<file path="config.mk">
export PLATFORM = sky130hd
export DESIGN_NAME = seg7_readback
export DESIGN_NICKNAME = d
export VERILOG_FILES = /design/src/rtl/seg7_readback.sv
export SDC_FILE = /design/constraint.sdc
export NUM_CORES = 1
export LEC_CHECK = 0
export BUFFER_PORTS_ARGS = -buffer_cell sky130_fd_sc_hd__buf_2
export CORE_UTILIZATION = 35
export CTS_CLUSTER_DIAMETER = 100
export CTS_CLUSTER_SIZE = 8
export DETAILED_ROUTE_END_ITERATION = 7
export SYNTH_ARGS = -nofsm -noshare
export SYNTH_HDL_FRONTEND = slang
export SYNTH_SLANG_ARGS = --single-unit
</file>
<file path="constraint.sdc">
create_clock -name clk -period 5.85 [get_ports clk]
set_clock_uncertainty 0.05 [all_clocks]
set_input_delay 1.17 -clock clk [delete_from_list [all_inputs] [get_ports clk]]
set_output_delay 1.17 -clock clk [all_outputs]
set_load 0.02 [all_outputs]
</file>
<file path="src/rtl/seg7_readback.sv">
// ---------------------------------------------------------------------------
// seg7_readback
//
// Watches a seven-segment bus and reconstructs the digit being displayed.
// The raw segments and the polarity select are synchronised, normalised to
// "1 = lit", and a pattern is accepted once it has been steady for
// STABLE_CYCLES consecutive samples. Each accepted change is decoded and
// offered on a one-entry valid/ready buffer.
//
// Optional feature: define SEG7_READBACK_HEX_EN to also decode the hex
// letters A..F (0x7C then reads as B instead of 6).
//
// Parameters:
//   STABLE_CYCLES  identical normalised samples needed to accept (2..255)
//   CHG_W          width of the accepted-change counter
//
// Ports:
//   clk             system clock
//   rst             synchronous active-high reset
//   seg_in[6:0]     raw segments {g,f,e,d,c,b,a}
//   common_cathode  1: lit when high, 0: lit when low (common anode)
//   out_digit[3:0]  decoded value of the accepted pattern
//   out_blank       accepted pattern has every segment off
//   out_invalid     accepted pattern has no legal decoding
//   out_valid       buffered result available
//   out_ready       consumer takes the buffered result
//   overrun         sticky: a result was overwritten before being taken
//   change_count    number of accepted pattern changes (wraps)
// ---------------------------------------------------------------------------
module seg7_readback #(
    parameter int STABLE_CYCLES = 16,
    parameter int CHG_W         = 8
) (
    input  logic             clk,
    input  logic             rst,
    input  logic [6:0]       seg_in,
    input  logic             common_cathode,
    output logic [3:0]       out_digit,
    output logic             out_blank,
    output logic             out_invalid,
    output logic             out_valid,
    input  logic             out_ready,
    output logic             overrun,
    output logic [CHG_W-1:0] change_count
);

    localparam logic [7:0] CNT_MAX = 8'(STABLE_CYCLES - 1);

    typedef enum logic [1:0] {
        IDLE     = 2'd0,
        SETTLING = 2'd1,
        LOCKED   = 2'd2
    } state_t;

    // Returns {invalid, blank, digit[3:0]}.
    function automatic logic [5:0] decode_pat(input logic [6:0] pat);
        logic [5:0] res;
        res = 6'b10_0000;
        case (pat)
            7'h00:   res = 6'b01_0000;
            7'h3F:   res = {2'b00, 4'h0};
            7'h06:   res = {2'b00, 4'h1};
            7'h5B:   res = {2'b00, 4'h2};
            7'h4F:   res = {2'b00, 4'h3};
            7'h66:   res = {2'b00, 4'h4};
            7'h6D:   res = {2'b00, 4'h5};
            7'h7D:   res = {2'b00, 4'h6};
            7'h07:   res = {2'b00, 4'h7};
            7'h7F:   res = {2'b00, 4'h8};
            7'h6F:   res = {2'b00, 4'h9};
            7'h67:   res = {2'b00, 4'h9};
`ifdef SEG7_READBACK_HEX_EN
            7'h77:   res = {2'b00, 4'hA};
            7'h7C:   res = {2'b00, 4'hB};
            7'h39:   res = {2'b00, 4'hC};
            7'h5E:   res = {2'b00, 4'hD};
            7'h79:   res = {2'b00, 4'hE};
            7'h71:   res = {2'b00, 4'hF};
`else
            // Six without the top bar.
            7'h7C:   res = {2'b00, 4'h6};
`endif
            default: res = 6'b10_0000;
        endcase
        return res;
    endfunction

    // Input path
    logic [6:0] seg_s1_q, seg_s2_q;
    logic       cc_s1_q, cc_s2_q;
    logic [6:0] norm;
    logic [6:0] prev_q;
    logic [7:0] cnt_q, cnt_d;
    logic       stable_now;

    assign norm       = cc_s2_q ? seg_s2_q : ~seg_s2_q;
    assign stable_now = (norm == prev_q);

    always_comb begin
        cnt_d = cnt_q;
        if (!stable_now) begin
            cnt_d = 8'd0;
        end else if (cnt_q != CNT_MAX) begin
            cnt_d = cnt_q + 8'd1;
        end
    end

    // The polarity flops reset to "cathode" so the normalised pattern reads
    // blank straight after reset, agreeing with the reset value of prev_q
    // and of the last-accepted pattern.
    always_ff @(posedge clk) begin
        if (rst) begin
            seg_s1_q <= '0;
            seg_s2_q <= '0;
            cc_s1_q  <= 1'b1;
            cc_s2_q  <= 1'b1;
            prev_q   <= '0;
            cnt_q    <= '0;
        end else begin
            seg_s1_q <= seg_in;
            seg_s2_q <= seg_s1_q;
            cc_s1_q  <= common_cathode;
            cc_s2_q  <= cc_s1_q;
            prev_q   <= norm;
            cnt_q    <= cnt_d;
        end
    end

    // Acceptance FSM and result buffer
    state_t           state_q;
    logic [6:0]       last_q;
    logic [3:0]       digit_q;
    logic             blank_q, invalid_q, valid_q, overrun_q;
    logic [CHG_W-1:0] change_q;
    logic             lock_now, new_event;
    logic [5:0]       dec;

    // Lock needs the count saturated and this cycle's sample to agree too,
    // so a change arriving on the would-be lock cycle restarts settling.
    assign lock_now  = (state_q == SETTLING) && stable_now && (cnt_q == CNT_MAX);
    // Settling back onto the pattern already reported is not a new event.
    assign new_event = lock_now && (norm != last_q);
    assign dec       = decode_pat(norm);

    always_ff @(posedge clk) begin
        if (rst) begin
            state_q   <= IDLE;
            last_q    <= '0;
            digit_q   <= '0;
            blank_q   <= 1'b0;
            invalid_q <= 1'b0;
            valid_q   <= 1'b0;
            overrun_q <= 1'b0;
            change_q  <= '0;
        end else begin
            case (state_q)
                IDLE:     state_q <= SETTLING;
                SETTLING: if (lock_now) state_q <= LOCKED;
                LOCKED:   if (!stable_now) state_q <= SETTLING;
                default:  state_q <= IDLE;
            endcase

            // A new event always wins the buffer; it only counts as an
            // overrun if the previous result was still unclaimed.
            if (new_event) begin
                digit_q   <= dec[3:0];
                blank_q   <= dec[4];
                invalid_q <= dec[5];
                valid_q   <= 1'b1;
                last_q    <= norm;
                change_q  <= change_q + CHG_W'(1);
                if (valid_q && !out_ready) begin
                    overrun_q <= 1'b1;
                end
            end else if (valid_q && out_ready) begin
                valid_q <= 1'b0;
            end
        end
    end

    assign out_digit    = digit_q;
    assign out_blank    = blank_q;
    assign out_invalid  = invalid_q;
    assign out_valid    = valid_q;
    assign overrun      = overrun_q;
    assign change_count = change_q;

endmodule

</file>
Yosys cells after proc, flatten, opt, wreduce, memory -nomap -nowiden
Index checks and enable logic that the tools add are counted.

Flip-flop bits (word level): 56. Input port bits: 11. Output and inout bits: 16. Word-level logic and storage cells: 59.

Add/sub/neg operators: 2. Eq/ne operators: 20. Muxes and demuxes: 7. Bitwise operators: 2. Reductions and logical operators: 14.

Operator list (number): $pmux 6 s11 (1); $eq 7x7->1 const B (9); $add 8x1->8 const B (2); $eq 7x3->1 const B (2); $eq 8x4->1 const B (1); $ne 8x4->1 const B (1); $eq 7x6->1 const B (1); $eq 7x7->1 (1); $logic_not 7->1 (1); $mux 7 (1); $ne 7x7->1 (1); $not 7->7 (1); $pmux 2 s3 (1); $reduce_or 2->1 (3); $logic_and 1x1->1 (5); $mux 2 (2); $ne 2x2->1 const B (2); $reduce_and 2->1 (2); $eq 2x1->1 const B (1); $eq 2x2->1 const B (1); $logic_not 2->1 (1); $mux 1 (2); $reduce_bool 2->1 (1); $logic_not 1->1 (1); $not 1->1 (1).

Depth between registers and ports, before layout
Depth after elaboration: 7. Depth in mapped cells: 9.

Worst setup path before layout
OpenSTA, ideal clock, no wires.

Kind: register to register. Start point: register cnt_q[0]. End point: register change_q[7], in the netlist change_count[7]. Setup time: 0.123 ns. Data arrival time: 1.960 ns. Data required time: 5.677 ns. Path slack: 3.717 ns. Stages on the path, launching flop included: 8. Path buffers: 0. Path through: dfxtp_1 ha_1 nand3_1 nor3_2 nand2_1 o21bai_4 or4_1 mux2_1.

Longest elaborated chain between the ends: 3.

Ends and longest elaborated chain: start: declaration (line 93) `logic [7:0] cnt_q, cnt_d;`; start signal: assignment (line 125) `cnt_q <= cnt_d;`; $eq 8x4->1 (line 140) `assign lock_now = (state_q == SETTLING) && stable_now && (cnt_q == CNT_MAX);`; $logic_and 1x1->1 (line 140); $logic_and 1x1->1 (line 142) `assign new_event = lock_now && (norm != last_q);`; end signal: assignment (line 171) `change_q <= change_q + CHG_W'(1);`; end: declaration (line 134) `logic [CHG_W-1:0] change_q;`.

No other way between the ends. A chain may end at the register's enable or synchronous reset.

Worst setup path after layout
Start point: register seg_s2_q[1]. End point: register change_q[7], in the netlist change_count[7].

Longest elaborated chain between the ends: 6.

Ends and longest elaborated chain: start: declaration (line 89) `logic [6:0] seg_s1_q, seg_s2_q;`; start signal: assignment (line 121) `seg_s2_q <= seg_s1_q;`; $not 7->7 (line 96) `assign norm = cc_s2_q ? seg_s2_q : ~seg_s2_q;`; $mux 7 * (line 96); $eq 7x7->1 (line 97) `assign stable_now = (norm == prev_q);`; $logic_and 1x1->1 (2 in series) (line 140); $logic_and 1x1->1 * (line 142).

Every way passes the cells marked *; elsewhere a longest branch is shown, timed or not.

==> results.yml <==
synthesis:
  synth_edf_count: 0
  yosysTopAreaCellShare_pct: 38.97
  synthArstFlopShare_pct: 0
  syn_area_mm2: 0.002877
  ys.flop_type: "dfxtp_1"
  ys_ff_latch: 56
  synth_cells: 328
  avgSynthCellArea_um2: 8.770
  yosys.area.top_type: "dfxtp_1"
  synth_cell_type_count: 63
  yosysWarnings: 0
  synth_area_leaders: "dfxtp_1 (39%), nor2b_1 (4.8%), a21oi_1 (3.8%)"
  seq_area_frac_synth_pct: 38.97
  synth_fp_nets: 341
sta:
  drv_slew: 0
  tns_ns: 0
  grt_setup_unrepaired: "false"
  clock.fmax_mhz: 354.5
  maxSlewHeadroom_pct: 51.30
  finalCriticalPeriod_ns: 2.821
  setup_viol: 0
  tightestPinTransition_ns: 0.7283
  fin_crit_sh_pct: 48.21
  hold_viol_final: 0
  setup_ws_ns: 3.029
global_routing:
  antenna_found_initial: 0
  first_global_vias: 2096
  grt_pass1_wl_mm: 10.20
  grt.total_usage_pct: 14.81
  grt_max_degree: 53
  overflow: 0
floorplanning:
  coreArea_mm2: 0.007848
  design.portCount: 27
  fp.dieH_um: 92.66
  rows: 32
  die-area_mm2: 0.008585
  start_util_pct: 36.65
  chipWidth_um: 92.66
cts:
  cts_setup_buffers: 0
  ctsResizeCount: 0
  numCtsBuffers: 5
  cts_sinks: 56
  ctsHoldBuffers: 0
  clock_latency_ns: 0.32
  htreeDepth: 2
  clk_path_buf_depth: 2
  clkTransAtPathRegs_ns: 0.10
  cts_tree: "yes"
  root_buffer: "clkbuf_8"
route:
  route.detailed.drc: 0
  vias_per_cell: 5.309
  vias: 2320
  drt_iter0_drc: 247
  drtAntennaViolNets: 0
  dr.pass1.iters: 4
  wl_per_cell_um: 13.69
  postRouteWirelength_mm: 5.984
finish:
  fin_nets: 347
  fill_cells: 849
  drive_gt1_share_pct: 17.91
  n_antenna_cell: 0
  instances_no_fill: 437
  post-route-util_pct: 39.70
  design_area_mm2: 0.003115
  syn2layout_area_growth_pct: 8.308
setup_path:
  cp_data_arrival_time_ns: 2.98
  setup.worst_path.end_class: "flop"
  cp_max_fo: 32
  cp.required_ns: 6.01
  critPathKind: "flop to flop"
  start_kind: "flop"
placement:
  dp.cells: 429
  dpl_cell_area_mm2: 0.003024
  pre_cts_ws_ns: 3.058
  dp_hpwl_mm: 3.987
  gp_congestion: 0.8533
  io_buffers: 26
power:
  ir_drop_uv: 109.9
  p_leak_nw: 1.143
  p_per_area_mw_per_mm2: 221.7
job:
  max-cap-violations: 0
min_path:
  hp-class: "flop to flop"
status:
  outcome: "finished clean"
where the power goes:
| part | internal [mW] | total (mW) | leakage, nW | switching [mW] |
|---|---|---|---|---|
| registers | 0.390 | 0.402 | 0.456 | 0.0119 |
| logic | 0.0278 | 0.0699 | 0.638 | 0.0421 |
| clock network | 0.0862 | 0.219 | 0.0485 | 0.133 |
| total | 0.504 | 0.691 | 1.14 | 0.187 |
path summary, 6_finish.rpt:
kind / depth (start not counted) / to / start / slack (ns)
max: 7 / change_count[7] / seg_s2_q[1] / 3.03
min: 1 / cc_s2_q / cc_s1_q / 0.37
max reg2reg: 7 / change_count[7] / seg_s2_q[1] / 3.03
min reg2reg: 1 / cc_s2_q / cc_s1_q / 0.37
layout make-up:
cell class | count | area (um^2) | share of cell area, %
clock buffer | 5 | 68.82 | 2.209
clock inverter | 3 | 22.52 | 0.7229
inverter | 2 | 7.507 | 0.2410
multi-input combinational | 240 | 1615 | 51.85
sequential | 56 | 1121 | 35.98
tap | 102 | 127.6 | 4.096
timing repair buffer | 29 | 152.6 | 4.900
metal layers:
metal	routed length (um)	part of all wire (%)	vias to the layer above	GRT usage, %
met5	0	0	-	0
met4	127	2.1	0	6.282
met3	156	2.6	8	2.217
met2	2636	44	34	22.72
met1	3063	51	1090	20.61
li1	-	-	1188	-
flip-flops by register name, indices dropped and copies added (netlist names):
register	count
cc_s2_q	1
prev_q	7
cnt_q	8
change_count	8
out_valid	1
seg_s1_q	7
overrun	1
last_q	7
out_digit	4
state_q	2
cc_s1_q	1
seg_s2_q	7
out_invalid	1
out_blank	1
Yosys cell counts (3+ instances only):
cell type,number
or2_2,4
or3_1,9
nand2_1,12
a21oi_1,22
buf_2,4
nand4_1,8
nand4b_1,3
o21ai_0,18
o31ai_1,4
xor2_1,11
and3_1,5
xnor2_1,11
nor2b_1,22
buf_1,3
dfxtp_1,56
nor3_1,15
or4_1,4
nor2_1,22
nand2b_1,6
buf_4,3
clkbuf_1,18
mux2_2,4
nand3_1,10
worst max-delay path, cell delays in order, from the launching register on:
cell,delay [ns]
dfxtp_1,0.78
xor2_1,0.24
nor4_1,0.09
a41oi_1,0.35
o41ai_4,0.13
buf_4,0.24
or4_1,0.53
mux2_1,0.31
stage by stage:
stage	power (mW)	hold slack (ns)
floorplan	0.4640	0.3395
global placement	0.4796	0.3429
detailed placement	0.4806	0.3466
CTS	0.7010	0.3728
global route	0.7246	0.3950
finish	0.6907	0.3693
cells by family (layout without fill, tap and decap cells):
logic type | count (synthesis) | after routing | share of synthesized area (%)
mux | 7 | 7 | 2.653
fa+ha+maj | 2 | 2 | 0.8698
simple gates | 138 | 138 | 28.23
compound gates | 69 | 69 | 16.18
xor+xnor | 24 | 24 | 7.830
buf+inv | 32 | 39 | 5.263
flops | 56 | 56 | 38.97
cells in the final DEF, fill, tap and decap left out, types with 2 or more instances in the layout:
cell type,instances
nor3b_1,2
nor2_1,22
nand2_1,12
a2111oi_0,2
mux2i_1,2
nand2b_1,6
o21ai_0,18
nand3_1,10
a21oi_1,22
o31ai_1,4
xor2_1,11
and3_1,5
or3_1,9
dfxtp_1,56
nor4_1,2
xnor2_1,11
nor3_1,15
clkbuf_8,5
a31oi_1,2
nand4_1,8
o32ai_1,2
or2_2,4
nor4b_1,2
or4_1,4
ha_1,2
buf_4,3
nor2b_1,22
inv_1,2
mux2_2,4
nor3_2,2
nand4b_1,3
nor4_2,2
buf_2,26
o22a_1,2
o21ba_2,2
No activity file was read; power rests on OpenSTA's default activity.
